--- src/rtl/clock_divider_multi.sv ---
// NUM_CH independent shadowed clock dividers with common sync restart.
// Define CLKDIV_DUTY_EN to add per-channel duty-cycle mode (ports mode, duty_in).
module clock_divider_multi #(
  parameter int NUM_CH      = 4,
  parameter int CNT_W       = 28,
  parameter int DEFAULT_DIV = 0
) (
  input  logic                    clk,
  input  logic                    resetn,
  input  logic [NUM_CH-1:0]       en,
  input  logic                    sync,
  input  logic [NUM_CH-1:0]       load,
  input  logic [NUM_CH*CNT_W-1:0] divisor_in,
`ifdef CLKDIV_DUTY_EN
  input  logic [NUM_CH-1:0]       mode,
  input  logic [NUM_CH*CNT_W-1:0] duty_in,
`endif
  output logic [NUM_CH-1:0]       clk_out,
  output logic [NUM_CH-1:0]       tick,
  output logic [NUM_CH-1:0]       pending
);

  for (genvar g = 0; g < NUM_CH; g++) begin : g_ch
    logic [CNT_W-1:0] count, count_inc, div_act, shadow, din;
    logic             term, apply, out_run;
    logic             out_q, tick_q, pend_q;

    assign din       = divisor_in[g*CNT_W +: CNT_W];
    assign count_inc = count + 1'b1;
    assign term      = (count == div_act);
    // Shadow is committed only where the counter restarts from zero.
    assign apply     = pend_q & (sync | term);

`ifdef CLKDIV_DUTY_EN
    logic [CNT_W-1:0] duty_act, duty_sh, duty_new, ddin;
    logic             mode_act;

    assign ddin     = duty_in[g*CNT_W +: CNT_W];
    assign duty_new = apply ? duty_sh : duty_act;

    always_comb begin
      out_run = out_q;
      if (term)          out_run = mode[g] ? (duty_new != '0) : ~out_q;
      else if (mode_act) out_run = (count_inc < duty_act);
    end

    always_ff @(posedge clk or negedge resetn) begin
      if (!resetn) begin
        duty_act <= '0;
        duty_sh  <= '0;
        mode_act <= 1'b0;
      end else begin
        if (!en[g] || sync || term) mode_act <= mode[g];
        if (!en[g]) begin
          if (load[g]) begin
            duty_act <= ddin;
            duty_sh  <= ddin;
          end
        end else begin
          if (apply)   duty_act <= duty_sh;
          if (load[g]) duty_sh  <= ddin;
        end
      end
    end
`else
    assign out_run = term ? ~out_q : out_q;
`endif

    always_ff @(posedge clk or negedge resetn) begin
      if (!resetn) begin
        count   <= '0;
        div_act <= CNT_W'(DEFAULT_DIV);
        shadow  <= CNT_W'(DEFAULT_DIV);
        pend_q  <= 1'b0;
        out_q   <= 1'b0;
        tick_q  <= 1'b0;
      end else if (!en[g]) begin
        count  <= '0;
        out_q  <= 1'b0;
        tick_q <= 1'b0;
        // While idle there is no period to protect, so a load lands directly.
        if (load[g]) begin
          shadow  <= din;
          div_act <= din;
          pend_q  <= 1'b0;
        end
      end else begin
        if (apply)   div_act <= shadow;
        if (load[g]) shadow  <= din;
        pend_q <= load[g] | (pend_q & ~apply);
        if (sync) begin
          count  <= '0;
          out_q  <= 1'b0;
          tick_q <= 1'b0;
        end else if (term) begin
          count  <= '0;
          out_q  <= out_run;
          tick_q <= 1'b1;
        end else begin
          count  <= count_inc;
          out_q  <= out_run;
          tick_q <= 1'b0;
        end
      end
    end

    assign clk_out[g] = out_q;
    assign tick[g]    = tick_q;
    assign pending[g] = pend_q;
  end

endmodule

--- config.mk ---
export PLATFORM = sky130hd
export DESIGN_NAME = clock_divider_multi
export DESIGN_NICKNAME = d
export VERILOG_FILES = /design/src/rtl/clock_divider_multi.sv
export SDC_FILE = /design/constraint.sdc
export NUM_CORES = 1
export LEC_CHECK = 0
export ABC_AREA = 1
export CAP_MARGIN = 10
export CORE_MARGIN = 1
export CORE_UTILIZATION = 33
export DETAILED_ROUTE_END_ITERATION = 12
export RECOVER_POWER = 50
export SYNTH_ARGS = -nofsm -noshare
export SYNTH_HDL_FRONTEND = slang
export SYNTH_SLANG_ARGS = --single-unit
--- constraint.sdc ---
create_clock -name clk -period 1.7 [get_ports clk]
set_input_delay 0.255 -clock clk [delete_from_list [all_inputs] [get_ports clk]]
set_output_delay 0.255 -clock clk [all_outputs]
set_load 0.01 [all_outputs]
# Word-level counts from Yosys, hierarchy flattened
# Index checks and enable logic that the tools add are counted.
# classes
add_sub_neg	4
multipliers	0
div_mod_pow	0
n_lt_le_gt_ge	0
eq_ne	12
shifts	0
mux	56
n_bitwise	24
n_reduce_logical	8
# op_table
cell	count
2-to-1 mux 28 bit	24
adder 28 x 1 -> 28 bit (second input constant)	4
== test 28 bit	4
2-to-1 mux 1 bit	32
!= test 3 x 1 -> 1 bit (second input constant)	4
bitwise AND 1 bit	8
!= test 2 x 1 -> 1 bit (second input constant)	4
inverter 1 bit	8
OR 1 bit	8
AND reduction 2 bit	4
nonzero test 2 bit	4
# word_totals
regBits	348
latchBits	0
ram_bits	0
rom_bits	0
input_bits	123
output_inout_bits	12
wordCells	128
mem_count	0

# Longest topological paths before layout
# Gate-level depths: netlist of run 1.
# logic_depth
depth_word	7
depth_mapped	13

# Worst setup path before layout of run 1
# OpenSTA, ideal clock, no wires.
# synth_timing
path_type	register to register
startpoint	register g_ch[1].count[0]
endpoint	register g_ch[1].count[20]
setup_time_ns	0.086
t_arrival_ns	1.474
t_required_ns	1.614
setup_slack_ns	0.140
stages_incl_launch_ff	9
synth_period_minus_slack_ns	1.560
path_cell_list	dfrtp_1 > ha_1 > nand3_1 > nor3_2 > and2_1 > nand2_1 > nor2_1 > nor2_1 > nor3_1
# synth_between
elab_chain_cells	4
# synth_rtl
element	line_no	rtl
start: declaration	24	logic [CNT_W-1:0] count, count_inc, div_act, shadow, din;
start signal: assignment	100	count <= count_inc;
adder 28 x 1 -> 28 bit / == test 28 bit (equally long branches)	29, 30	
2-to-1 mux 28 bit (*)	95	end else if (term) begin
2-to-1 mux 28 bit (*)	91	if (sync) begin
2-to-1 mux 28 bit (*)	77	end else if (!en[g]) begin
# Mark *: on every way between the ends. The rest lies on a longest branch, timed or not.
# A chain may end at the register's enable or synchronous reset.

# Final worst setup path of run 1
# layout_timing
startpoint	register g_ch[0].count[27]
endpoint	register g_ch[0].div_act[27]
# layout_between
elab_chain_cells	5
# layout_rtl
element	line_no	rtl
start: declaration	24	
start signal: assignment	100	
== test 28 bit	30	assign term = (count == div_act);
OR 1 bit	32	assign apply = pend_q & (sync | term);
bitwise AND 1 bit	32	
!= test 2 x 1 -> 1 bit (no source line)	-	
AND reduction 2 bit (no source line)	-	
end signal: assignment	72	div_act <= CNT_W'(DEFAULT_DIV);
end signal: assignment	84	div_act <= din;
end signal: assignment	88	if (apply) div_act <= shadow;
end: declaration	24	
# Every way passes these cells.

==> flow_summary.yaml, run 1 <==
status:
  status: "finished with violations"
  violations: "setup timing"
timing:
  timing.max_slew.rel_slack: 0.383
  slew_viol_final: 0
  max_freq_mhz: 569
  finalCritPeriodShare: 1.03
  setup_viol: 75
  layout_setup_ws_ps: -58.8
  tns_ps: -1530
  rsz0062_at_grt: "yes"
  fin_worst_skew_ps: 24.9
  min_period_ps: 1760
  worst_slew_pin_slew_ps: 924
  final_hold_viol_count: 0
cts:
  cts_root_buf: "clkbuf_16"
  clk_latency_ps: 570
  clockBufferDepth: 3
  h-tree-depth: 2
  cts_tree: "done"
  clock_sinks: 348
  cts_buffers: 42
  clk_pin_slew_ps: 60
setup_path:
  crit_path_frequent_cell: "nand2_1"
  crit_path_cell_trace: "xnor2_1 > nand2_1 > nor2_1 > nand2_1 > nor2_2 > nand2_4 > nand2_8 > nand2_8 > nand2_2 > nand2_1"
  slowest_stage: "dfrtp_1"
  crit_arrival_ps: 2200
  crit_path_max_fanout: 8
  path_class: "flip-flop to flip-flop"
  critPathRequiredTime_ps: 2140
  slowest_delay_ps: 410
  start_kind: "flip-flop"
  endpoint_kind: "flip-flop"
routing:
  drc_errors: 0
  dr.pass1.iters: 5
  routedWlPerCell_um: 14.2
  vias: 16100
  drt-total-wl_mm: 48.9
  vias_per_cell: 4.67
  initialDrtViolationCount: 743
  drtAntennaViolNets: 0
logic_synthesis:
  yosys.area.top_type: "dfrtp_1"
  yosysTopAreaCellShare: 0.476
  yosys.cell_types.count: 31
  synth-edff-count: 0
  syn_area_um2: 18300
  ys_seq_area_frac: 0.476
  yosys-top-cells-area: "dfrtp_1, nand2_1, o21ai_0"
  synth_seq_cells: 348
  yosys_most_used_dff: "dfrtp_1"
  synth_most_common_cell: "nand2_1"
  async_flop_share: 1.00
  synthCells: 2418
  syn_avg_cell_area_um2: 7.56
  syn_nets: 2545
  yosys-top-cells-count: "nand2_1, dfrtp_1, inv_1"
  yosys_warnings: 0
floorplan:
  dieArea_um2: 56400
  die_x_um: 237
  die_h_um: 237
  num_rows: 85
  coreArea_um2: 54200
  initial_core_util: 0.337
  ios: 135
global_routing:
  grt_pass1_wl_mm: 77.4
  antenna_found_initial: 0
  grt_pass1_vias: 15700
  grt_use_total: 0.166
  grt_max_degree: 58
  grt_remaining_overflow: 0
placement:
  gp_congestion: 0.882
  place_hpwl_mm: 33.4
  placed_cells: 3303
  io_buffers: 134
power:
  total_power_uw: 22000
  ir_drop_uv: 848
  power_density_nw_per_um2: 901
  p_leak_uw: 0.0113
job:
  drv_cap: 0
final_layout:
  nets: 2839
  final_cells: 3437
  fillers: 5332
  syn2layout_area_growth_pct: 33.2
  drive_above_1_share: 0.198
  antennaDiodeCount: 0
  fin_util: 0.449
min_path:
  hp-class: "input pin to flip-flop"
-- cell families (layout without fill, tap and decap cells) --
family                     Yosys count  in the layout  synth area share
AOI/OAI and AO/OA                  244            244            0.0669
xor gates and xnor gates           145            145            0.0694
adders and majority gates            4              4           0.00274
buffers and inverters              378            684            0.0901
DFF                                348            348             0.476
and+or+nand+nor                   1299           1316             0.295
-- critical path: cells and delay by family (launching register included) --
family,cells,cell delay (ps)
XOR/XNOR,1,240
flip-flops,1,410
AND/OR/NAND/NOR,9,990
-- cell usage in the layout, fill, tap and decap left out, drive strengths merged, types with 49 or more instances in the layout --
| cell | n |
|---|---|
| nand2 | 788 |
| clkbuf | 78 |
| clkdlybuf4s50 | 117 |
| xnor2 | 94 |
| nor2 | 268 |
| dfrtp | 348 |
| o21ai | 209 |
| nor3 | 49 |
| xor2 | 51 |
| inv | 275 |
| nand3 | 171 |
| buf | 190 |
-- stage by stage --
step	setup slack [ps]	hold slack [ps]	instance area, µm²
final	-58.8	107	24400
after global routing	-155	121	24400
after global placement	-305	203	21300
after CTS	-19.7	58.7	22900
after detailed placement	-299	213	21300
after floorplan	140	-40.6	18300
-- sequential cells by signal, summed over array words and instances, names as in the netlist --
| name | cells |
|---|---|
| g_ch.tick_q | 4 |
| g_ch.div_act | 112 |
| g_ch.shadow | 112 |
| g_ch.pend_q | 4 |
| g_ch.out_q | 4 |
| g_ch.count | 112 |
-- power by group --
part           switching [µW]  internal [µW]  leakage, µW
sequential                537           9020      0.00444
clock                    3630           5420     0.000688
combinational            1910           1450      0.00622
-- path summary, 6_finish.rpt --
kind	from	endpoint	slack, ps	cells past startpoint
setup / recovery	g_ch[0].count[27]$_DFF_PN0_	g_ch[0].div_act[27]$_DFFE_PN0P_	-60	10
hold / removal	load[0]	g_ch[0].pend_q$_DFFE_PN0P_	110	6
setup reg to reg	g_ch[0].count[27]$_DFF_PN0_	g_ch[0].div_act[27]$_DFFE_PN0P_	-60	10
hold reg to reg	g_ch[1].out_q$_DFFE_PN0P_	g_ch[1].out_q$_DFFE_PN0P_	480	1
max in group asynchronous	resetn	g_ch[2].count[21]$_DFF_PN0_	370	3
min in group asynchronous	resetn	g_ch[0].tick_q$_DFF_PN0_	220	2
-- what timing repair did --
action	in CTS	in global routing
pin swaps	7	93
cloned	3	27
setup buffers	6	24
hold buffers	1	0
gates resized for setup	34	267
endpoints found under the hold margin	40	0
setup endpoints to repair	126	226
-- metal layers --
metal	up-vias	part of all wire	track usage
li1	8139	-	-
met2	263	0.47	0.278
met3	68	0.036	0.0233
met5	-	0	0
met4	0	0.020	0.0518
met1	7596	0.47	0.222
-- layout make-up --
cell class                      instances  area (µm²)  share of cell area
Multi-Input combinational cell       1709        9110               0.374
Clock buffer                           62        1260              0.0516
Sequential cell                       348        8720               0.358
Timing Repair Buffer                  338        3260               0.134
Clock inverter                         11         124             0.00508
Inverter                              273        1020              0.0420
Tap cell                              696         871              0.0357
Power figures use the tool's default switching activity.
==> run 2, diff against run 1 <==
Settings changed: CELL_PAD_IN_SITES_DETAIL_PLACEMENT from default to 1, CELL_PAD_IN_SITES_GLOBAL_PLACEMENT from default to 1, PLACE_DENSITY_LB_ADDON from default to 0.1.
==> flow_summary.yaml, run 2 (synthesized netlist as in run 1, its figures left out) <==
power:
  ir_drop_uv: 561
  p_leak_uw: 0.0121
  clockPowerShare: 0.406
  swShare: 0.285
  comb_power_share: 0.167
  internal_power_uw: 16100
  power_density_nw_per_um2: 859
  sequentialPowerShare: 0.427
  p_switching_uw: 6420
job:
  drv_cap: 0
setup_path:
  crit_path_max_fanout: 9
  crit_start: "g_ch[0].count[0]$_DFF_PN0_"
  start_kind: "flip-flop"
  rr_endpoint: "g_ch[0].div_act[19]$_DFFE_PN0P_"
  r2r_slack_ps: -150
  ff2ff_path_depth: 14
  critPathRequiredTime_ps: 2200
  endpoint_kind: "flip-flop"
  path_class: "flip-flop to flip-flop"
  crit_arrival_ps: 2360
  crit_end: "g_ch[0].div_act[19]$_DFFE_PN0P_"
  r2r-start: "g_ch[0].count[0]$_DFF_PN0_"
cts:
  clockBufferDepth: 3
  cts_root_buf: "clkbuf_16"
  clk_pin_slew_ps: 60
  clk_latency_ps: 560
  cts_buffers: 44
  h-tree-depth: 2
  clock_sinks: 348
  cts_tree: "done"
routing:
  drt-total-wl_mm: 59.4
  vias_per_cell: 4.78
  routedWlPerCell_um: 16.9
  initialDrtViolationCount: 565
  vias: 16800
  dr.pass1.iters: 4
  drtAntennaViolNets: 0
  drc_errors: 0
floorplan:
  dieArea_um2: 56400
  ios: 135
  num_rows: 85
  die_x_um: 237
  initial_core_util: 0.337
  die_h_um: 237
  coreArea_um2: 54200
timing:
  tns_ps: -16450
  worst_slew_pin_slew_ps: 1170
  min_period_ps: 1850
  setup_viol: 207
  hold-worst-slack_ps: 111
  fin_worst_skew_ps: 13.9
  rsz0062_at_grt: "yes"
  layout_setup_ws_ps: -155
  final_hold_viol_count: 0
  max_freq_mhz: 539
  finalCritPeriodShare: 1.09
  slew_viol_final: 0
  timing.max_slew.rel_slack: 0.220
placement:
  place_hpwl_mm: 39.4
  gp_congestion: 0.842
  io_buffers: 134
  placed_cells: 3346
  pre_cts_ws_ps: -231
min_path:
  hp-class: "input pin to flip-flop"
global_routing:
  grt_remaining_overflow: 0
  grt_max_degree: 61
  grt_use_total: 0.208
  antenna_found_initial: 1
  grt_pass1_vias: 17900
  grt_pass1_wl_mm: 94.2
final_layout:
  final_cell_mix: "nand2_1, dfrtp_1, inv_1"
  syn2layout_area_growth_pct: 43.6
  final_common_cell: "nand2_1"
  top_regs: "g_ch.count x112, g_ch.div_act x112, g_ch.shadow x112"
  antennaDiodeCount: 0
  nets: 2917
  final_cells: 3517
  drive_above_1_share: 0.281
  fin_util: 0.484
status:
  violations: "setup timing"
  status: "finished with violations"
==> run 2: changes by cell type in the layout (fill, tap and decap cells not counted), moves of 14 or more <==
cell	change
nand2_4	+14
nand3_2	+20
nand2_1	-51
buf_6	+16
buf_12	+17
nor2_1	-62
nand3_1	-23
nor2_4	+36
buf_4	+43
nor2_2	+26
nor3_1	-17
nand2_2	+31
==> run 2: power groups by stage <==
stage	combinational [µW]	clock, µW	sequential, µW
2_1_floorplan	1860	0	9500
3_3_place_gp	2850	0	9650
3_5_place_dp	2970	0	9670
4_1_cts	3460	9470	9560
5_1_grt	4250	9740	9730
6_report	3780	9160	9630
==> run 2: critical path: stages, from the launching register on <==
cell       delay, ps
dfrtp_1          410
buf_6            130
inv_2             30
nand2_1           40
nand2_1           50
nand2_1           50
nor2_2           150
nand2_1           80
nor2_2           140
nand2_2          120
nand2_8          140
buf_6            140
clkbuf_16        160
nand3_1           70
nand2_1           70
==> run 2: per-stage QoR <==
step                      instance area (µm²)  power [µW]
after floorplan                         18300       11400
after global placement                  21600       12500
after detailed placement                21600       12600
after CTS                               24500       22500
after global routing                    26300       23700
final                                   26300       22600
==> run 2: how the worst min path moves through the flow <==
stage,cells after the start,endpoint,startpoint,slack [ps]
global placement,1,g_ch[0].shadow[14]$_DFFE_PN0P_,resetn,190
floorplan,0,g_ch[0].count[0]$_DFF_PN0_,resetn,-40
finish,6,g_ch[1].pend_q$_DFFE_PN0P_,load[1],110
CTS,6,g_ch[0].pend_q$_DFFE_PN0P_,load[0],30
detailed placement,1,g_ch[0].shadow[14]$_DFFE_PN0P_,resetn,190
global route,6,g_ch[1].pend_q$_DFFE_PN0P_,load[1],140
==> run 2: routing by layer <==
metal	vias to the layer above	routed length, µm	GRT usage
li1	8273	-	-
met1	8296	26900	0.274
met2	166	29900	0.362
met3	75	1540	0.0272
met4	2	1070	0.0491
met5	-	11	0
==> run 2: layout make-up <==
class | count | area, µm²
Tap cell | 696 | 871
Timing Repair Buffer | 417 | 4170
Fill cell | 6363 | 28000
Clock buffer | 67 | 1290
Clock inverter | 10 | 100
Inverter | 273 | 1030
Multi-Input combinational cell | 1706 | 10100
Sequential cell | 348 | 8730
==> run 2: what timing repair did <==
item | CTS | global route
pin swaps | 66 | 147
setup buffers | 41 | 31
setup endpoints to repair | 224 | 232
endpoints found under the hold margin | 225 | 0
hold buffers | 1 | 0
resized for setup | 173 | 417
cloned | 25 | 10
==> run 3, diff against run 2 <==
Settings changed: CORE_ASPECT_RATIO from default to 1.25, SLEW_MARGIN from default to 20.
==> flow_summary.yaml, run 3 (synthesized netlist as in run 1, its figures left out) <==
cts:
  cts_root_buf: "clkbuf_16"
  clk_pin_slew_ps: 60
  clock_sinks: 348
  h-tree-depth: 2
  clockBufferDepth: 3
  cts_tree: "done"
  cts_buffers: 42
  clk_latency_ps: 570
routing:
  dr.pass1.iters: 4
  vias_per_cell: 4.71
  routedWlPerCell_um: 16.5
  drtAntennaViolNets: 0
  vias: 16800
  initialDrtViolationCount: 508
  drt-total-wl_mm: 59.2
  drc_errors: 0
global_routing:
  antenna_found_initial: 0
  grt_remaining_overflow: 0
  grt_use_total: 0.208
  grt_pass1_wl_mm: 93.5
  grt_max_degree: 68
  grt_pass1_vias: 18100
min_path:
  min_path_cells: 6
  hp-class: "input pin to flip-flop"
  worstHoldEndpoint: "g_ch[3].pend_q$_DFFE_PN0P_"
  holdCritStartpoint: "load[3]"
timing:
  final_hold_viol_count: 0
  worst_slew_pin_slew_ps: 865
  finalCritPeriodShare: 1.08
  fin_worst_skew_ps: 17.5
  layout_setup_ws_ps: -137
  rsz0062_at_grt: "yes"
  min_period_ps: 1840
  setup_viol: 160
  max_freq_mhz: 544
  slew_viol_final: 0
  timing.max_slew.rel_slack: 0.423
setup_path:
  crit_path_max_fanout: 7
  path_buf_inv: 2
  rr_endpoint: "g_ch[3].pend_q$_DFFE_PN0P_"
  crit_start: "g_ch[3].div_act[16]$_DFFE_PN0P_"
  crit_family: "simple AND/OR/NAND/NOR gates"
  slowest_delay_ps: 390
  crit_arrival_ps: 2290
  r2r_slack_ps: -140
  path_class: "flip-flop to flip-flop"
  crit_path_cell_trace: "xnor2_1 > nand2_1 > nor2_2 > nand2_2 > nor2_4 > nand2_4 > nand2_8 > buf_12 > buf_12 > nand2_4 > nand2_2 > nand2_1"
  slowest_stage: "dfrtp_1"
  start_kind: "flip-flop"
  endpoint_kind: "flip-flop"
  r2r-start: "g_ch[3].div_act[16]$_DFFE_PN0P_"
  ff2ff_path_depth: 12
  critPathRequiredTime_ps: 2150
power:
  ir_drop_uv: 679
  power_density_nw_per_um2: 852
  p_leak_uw: 0.0122
  total_power_uw: 22400
final_layout:
  syn2layout_area_growth_pct: 43.7
  final_common_cell: "nand2_1"
  antennaDiodeCount: 0
  multiInputGateArea_um2: 9940
  nets: 2941
  drive_above_1_share: 0.278
  fillers: 6519
  fin_util: 0.480
  layout.area.seq_um2: 8730
  top_regs: "g_ch.count x112, g_ch.div_act x112, g_ch.shadow x112"
  final_cell_mix: "nand2_1, dfrtp_1, inv_1"
placement:
  place_hpwl_mm: 39.5
  gp_congestion: 0.835
  io_buffers: 134
floorplan:
  die_x_um: 213
  die_h_um: 265
  ios: 135
  coreArea_um2: 54800
  initial_core_util: 0.334
  num_rows: 96
  dieArea_um2: 56400
status:
  status: "finished with violations"
  violations: "setup timing"
job:
  drv_cap: 0
[run 3: worst max path at each step]
stage	endpoint	slack (ps)	depth (start not counted)
after global routing	g_ch[2].div_act[21]$_DFFE_PN0P_	-240	13
final	g_ch[3].pend_q$_DFFE_PN0P_	-140	12
after global placement	g_ch[2].count[20]$_DFF_PN0_	-210	9
after CTS	g_ch[3].count[15]$_DFF_PN0_	-120	9
after floorplan	g_ch[1].count[20]$_DFF_PN0_	140	8
after detailed placement	g_ch[2].count[20]$_DFF_PN0_	-240	9
[run 3: per-stage QoR]
step | cells | setup WS [ps] | instance area (µm²) | TNS (ps) | hold WS, ps
final | 3580 | -137 | 26300 | -11220 | 129
after global routing | 3580 | -240 | 26300 | -29940 | 117
after CTS | 3535 | -117 | 24400 | -7070 | 78.8
after detailed placement | 3398 | -243 | 21800 | -19390 | 148
after global placement | 3398 | -212 | 21800 | -11490 | 146
after floorplan | 2418 | 140 | 18300 | 0 | -40.6
[run 3: repair_timing]
action,in CTS,in global routing
hold endpoints to repair,232,0
setup buffers,45,42
gates cloned,17,15
gates resized for setup,135,401
hold buffers,1,0
setup endpoints to repair,188,234
pin swaps,49,107
[run 3: where the power goes]
| part | switching (µW) | internal, µW | leakage (µW) |
|---|---|---|---|
| combinational | 2170 | 1710 | 0.00708 |
| sequential | 598 | 9020 | 0.00443 |
| clock | 3680 | 5220 | 0.000673 |
[run 3: area by class of cell]
cell class | count | share of cell area
sequential | 348 | 0.332
tap | 735 | 0.0350
clock inverter | 15 | 0.00390
clock buffer | 60 | 0.0473
multi-input combinational | 1708 | 0.378
timing repair buffer | 441 | 0.165
inverter | 273 | 0.0390
[run 3: layer usage]
layer  vias up  share of wire  track usage
met4         0          0.029       0.0640
li1       8330              -            -
met3       108          0.028       0.0288
met1      8194           0.42        0.257
met2       217           0.52        0.370
met5         -              0            0
[run 3: tightest hold or removal path, cell delays in order]
cell and delay [ps]:
buf_2 90, nor2_1 70, inv_1 100, nand2_4 50
nand2_2 40, nand2_1 40
